[src/rtl/sipo_deserializer.sv]
// Serial-in/parallel-out deserializer with valid/ack output handshake and overflow flag.
// Define SIPO_PARITY_CHK_EN to append an even-parity bit to each frame and check it.
module sipo_deserializer #(
    parameter int WIDTH     = 4,
    parameter bit LSB_FIRST = 1'b0
) (
    input  logic                       clk,
    input  logic                       rst_n,
    input  logic                       si,
    input  logic                       si_valid,
    input  logic                       clear,
    output logic [WIDTH-1:0]           po,
    output logic                       po_valid,
    input  logic                       po_ack,
    output logic [$clog2(WIDTH+1)-1:0] bit_cnt,
    output logic                       overflow,
    output logic                       parity_err
);

    localparam int CW = $clog2(WIDTH+1);
`ifdef SIPO_PARITY_CHK_EN
    localparam int FL = WIDTH + 1;
`else
    localparam int FL = WIDTH;
`endif
    localparam logic [CW-1:0] LAST = CW'(FL - 1);

    logic [WIDTH-1:0] sr, sr_shift, sr_nxt, po_nxt, word;
    logic [CW-1:0]    cnt_nxt;
    logic             data_bit, pv_nxt, ovf_nxt;

    generate
        if (LSB_FIRST) begin : g_lsb
            assign sr_shift = {si, sr[WIDTH-1:1]};
        end else begin : g_msb
            assign sr_shift = {sr[WIDTH-2:0], si};
        end
    endgenerate

`ifdef SIPO_PARITY_CHK_EN
    // The trailing parity bit never enters sr, so sr already holds the full word.
    logic perr_nxt;
    assign data_bit = (bit_cnt != LAST);
    assign word     = sr;
`else
    assign data_bit = 1'b1;
    assign word     = sr_shift;
`endif

    always_comb begin
        sr_nxt  = sr;
        cnt_nxt = bit_cnt;
        po_nxt  = po;
        pv_nxt  = po_valid;
        ovf_nxt = overflow;
`ifdef SIPO_PARITY_CHK_EN
        perr_nxt = parity_err;
`endif
        if (clear) begin
            sr_nxt  = '0;
            cnt_nxt = '0;
            pv_nxt  = 1'b0;
            ovf_nxt = 1'b0;
`ifdef SIPO_PARITY_CHK_EN
            perr_nxt = 1'b0;
`endif
        end else begin
            if (po_valid && po_ack)
                pv_nxt = 1'b0;
            if (si_valid) begin
                if (data_bit)
                    sr_nxt = sr_shift;
                if (bit_cnt == LAST) begin
                    // Completion wins over a same-edge ack; overflow only if nobody took the old word.
                    cnt_nxt = '0;
                    po_nxt  = word;
                    pv_nxt  = 1'b1;
                    if (po_valid && !po_ack)
                        ovf_nxt = 1'b1;
`ifdef SIPO_PARITY_CHK_EN
                    perr_nxt = (^sr) ^ si;
`endif
                end else begin
                    cnt_nxt = bit_cnt + 1'b1;
                end
            end
        end
    end

    always_ff @(posedge clk or negedge rst_n) begin
        if (!rst_n) begin
            sr       <= '0;
            po       <= '0;
            po_valid <= 1'b0;
            bit_cnt  <= '0;
            overflow <= 1'b0;
        end else begin
            sr       <= sr_nxt;
            po       <= po_nxt;
            po_valid <= pv_nxt;
            bit_cnt  <= cnt_nxt;
            overflow <= ovf_nxt;
        end
    end

`ifdef SIPO_PARITY_CHK_EN
    always_ff @(posedge clk or negedge rst_n) begin
        if (!rst_n)
            parity_err <= 1'b0;
        else
            parity_err <= perr_nxt;
    end
`else
    assign parity_err = 1'b0;
`endif

endmodule

[config.mk]
export PLATFORM = sky130hd
export DESIGN_NAME = sipo_deserializer
export DESIGN_NICKNAME = d
export VERILOG_FILES = /design/src/rtl/sipo_deserializer.sv
export SDC_FILE = /design/constraint.sdc
export NUM_CORES = 1
export LEC_CHECK = 0
export ABC_AREA = 1
export CAP_MARGIN = 10
export CORE_AREA = 10 10 47 49
export CTS_CLUSTER_DIAMETER = 30
export CTS_CLUSTER_SIZE = 28
export DETAILED_ROUTE_END_ITERATION = 10
export DIE_AREA = 0 0 57 59
export HOLD_SLACK_MARGIN = 0.1
export PLACE_DENSITY = 0.69
export SYNTH_ARGS = -nofsm -noshare
export SYNTH_HDL_FRONTEND = slang
export SYNTH_SLANG_ARGS = --single-unit
[constraint.sdc]
create_clock -name clk -period 1.3 [get_ports clk]
set_input_delay 0.39 -clock clk [delete_from_list [all_inputs] [get_ports clk]]
set_output_delay 0.39 -clock clk [all_outputs]
set_load 0.03 [all_outputs]
==> flow_metrics.env <==
export IMPL_setup_tns_final_ns=0
export IMPL_port_buffers=14
export IMPL_pwr_share_clk_pct=29.5
export IMPL_root_buffer="clkbuf_4"
export IMPL_io_pins=16
export IMPL_hold_path_class="in2async"
export IMPL_fin_nets=89
export IMPL_postRouteAntennaNets=0
export IMPL_post_drt_wl_per_cell_um=10.2
export IMPL_grt_pass1_vias=402
export IMPL_setup_viol=0
export IMPL_p_sw_share_pct=26.0
export IMPL_overflow=0
export IMPL_switchingPower_mw=0.191
export IMPL_h_tree_depth=1
export IMPL_ys_ff_latch=12
export IMPL_vias=425
export IMPL_cts_tree="built"
export IMPL_final_hold_violation_count=0
export IMPL_dpl_cell_count=92
export IMPL_firstDrtPassIters=4
export IMPL_final_cells=96
export IMPL_fin_area_um2=701
export IMPL_drc_errors=0
export IMPL_seqPwrFrac_pct=54.5
export IMPL_finalCritPeriodShare_pct=95.9
export IMPL_crit_chain="buf_4"
export IMPL_status="completed"
export IMPL_vias_per_cell=4.43
export IMPL_reg2reg_slack_ns=0.16
export IMPL_crit_arrival_ns=0.86
export IMPL_rsz0062_at_grt="false"
export IMPL_clock_sinks=12
export IMPL_die_area_um2=3360
export IMPL_seq_area_um2=300
export IMPL_reg2reg_to="po[0]"
export IMPL_max_cap_violations=0
export IMPL_p_total_mw=0.736
export IMPL_p_int_mw=0.545
export IMPL_grt_max_degree=13
export IMPL_grtUsageTotal_pct=6.48
export IMPL_routed_wirelength_um=976
export IMPL_cp_num_cells=1
export IMPL_die_x_um=57
export IMPL_critPathMaxStageDelay_ns=0.41
export IMPL_cts_buffer_depth=2
export IMPL_clkSlewWorstSetupHoldPaths_ns=0.07
export IMPL_grt_pass1_wl_um=1740
export IMPL_synthCells=61
export IMPL_globalplace_congestion=0.740
export IMPL_reg2reg_depth=6
export IMPL_p_leak_nw=0.397
export IMPL_path_max_fanout=4
export IMPL_antenna_found_initial=0
export IMPL_ir_worst_vdd_mv=0.494
export IMPL_rows=14
export IMPL_fillers=143
export IMPL_multi_input_area_um2=191
export IMPL_dp_hpwl_um=781
export IMPL_placed_area_um2=668
export IMPL_insertion_delay_ns=0.26
export IMPL_numCtsBuffers=3
export IMPL_cp_slowest_cell="dfrtp_1"
export IMPL_syn_nets=68
export IMPL_utilization_pct=50.0
export IMPL_crit_path_end_kind="primary output"
export IMPL_syn_cell_area_um2=527
export IMPL_comb_power_share_pct=16.0
export IMPL_r2r_start="bit_cnt[0]"
export IMPL_required_ns=0.91
export IMPL_final_max_slew_violation_count=0
export IMPL_p_per_area_nw_per_um2=1050
export IMPL_max_clock_freq_mhz=802
export IMPL_start_util_pct=37.6
export IMPL_die_h_um=59
export IMPL_worst_clock_skew_ns=0.00478
export IMPL_critPathTopFamily="flip-flops"
export IMPL_num_antenna_cells=0
export IMPL_startpoint_type="register"
export IMPL_timing_worst_setup_path_type="reg2out"
export IMPL_crit_buf_inv=1
export IMPL_finalCriticalPeriod_ns=1.25
export IMPL_yosysWarnings=0
export IMPL_drt_iter0_drc=17
export IMPL_fp_coreArea_um2=1400
export IMPL_avgSynthCellArea_um2=8.64
export IMPL_yosysSeqAreaShare_pct=57.0
export IMPL_final_layout_size_suffix_gt1_share_pct=23.8
export IMPL_syn2layout_area_growth_pct=33.0
export IMPL_yosysUniqueCellTypes=13
-- how the worst max path moves through the flow --
stage	startpoint	end
after global placement	si_valid	po[1]
after global routing	bit_cnt[0]	bit_cnt[0]
after detailed placement	si_valid	po[1]
after floorplan	bit_cnt[0]	po[0]
final	bit_cnt[0]	bit_cnt[0]
after CTS	bit_cnt[2]	bit_cnt[2]
-- cells in the mapped netlist --
cell type,count,share of area (%)
dfrtp_1,12,57
nand2_1,28,20
nand3_1,6,5.7
nand3b_1,1,1.4
buf_6,1,2.1
nor2_1,2,1.4
conb_1,1,0.71
inv_1,5,3.6
nor2_4,1,2.1
ha_1,1,2.4
buf_4,1,1.4
a21oi_1,1,0.95
nor2_2,1,1.2
-- worst reg2reg max path: stages (launching register included) --
cell     delay [ns]
dfrtp_1        0.39
ha_1           0.20
inv_1          0.07
nor2_4         0.14
nand2_2        0.11
nand2_1        0.08
nand2_1        0.05
-- cells in the final DEF, fill, tap and decap left out --
cell type        Yosys  final
nor2_2               1      1
nand3_1              6      6
nor2_1               2      2
dfrtp_1             12     12
conb_1               1      1
nand2_1             28     27
nor2_4               1      1
ha_1                 1      1
inv_1                5      5
clkbuf_4             0      3
nand3b_1             1      1
buf_4                1     13
nand2_2              0      1
clkdlybuf4s50_1      0      5
a21oi_1              1      1
-- metrics by stage --
stage	worst slack, ns	hold WS, ns
after global routing	0.0127	0.432
after detailed placement	-0.134	0.462
final	0.0528	0.415
after global placement	-0.117	0.459
after CTS	0.0182	0.418
after floorplan	0.0239	0.0944
-- power by group through the flow --
stage	combinational (mW)	sequential (mW)	clock, mW
6_report	0.118	0.401	0.217
2_1_floorplan	0.0372	0.435	0
5_1_grt	0.130	0.404	0.248
4_1_cts	0.120	0.401	0.224
3_3_place_gp	0.119	0.408	0
3_5_place_dp	0.119	0.408	0
-- flip-flops by register name, indices dropped and copies added (netlist names) --
register / flops
bit_cnt: 3
po: 4
sr: 3
overflow: 1
po_valid: 1
-- area by class of cell --
cell class / instances / share of cell area (%)
inverters: 5 / 2.68
repair buffers: 18 / 21.1
well taps: 16 / 2.86
clock buffers: 3 / 3.21
flip-flops and latches: 12 / 42.9
multi-input cells: 42 / 27.3
-- logic make-up after synthesis --
kind of cell,count (synthesis),synth area share (%)
simple gates,39,31.8
flops,12,57.0
buf+inv,7,7.13
compound gates,1,0.949
fa+ha+maj,1,2.37
other cells,1,0.712
-- repair_timing --
item | in CTS | in global routing
setup buffers | 0 | 1
hold buffers | 0 | 0
setup endpoints to repair | 0 | 5
gates resized for setup | 0 | 1
-- routing by layer --
layer | GRT usage [%] | part of all wire, %
met4 | 4.03 | 1.0
met3 | 3.00 | 8.2
met5 | 0 | 0
met2 | 10.1 | 45
met1 | 7.01 | 46
(Power assumes the default switching activity.)
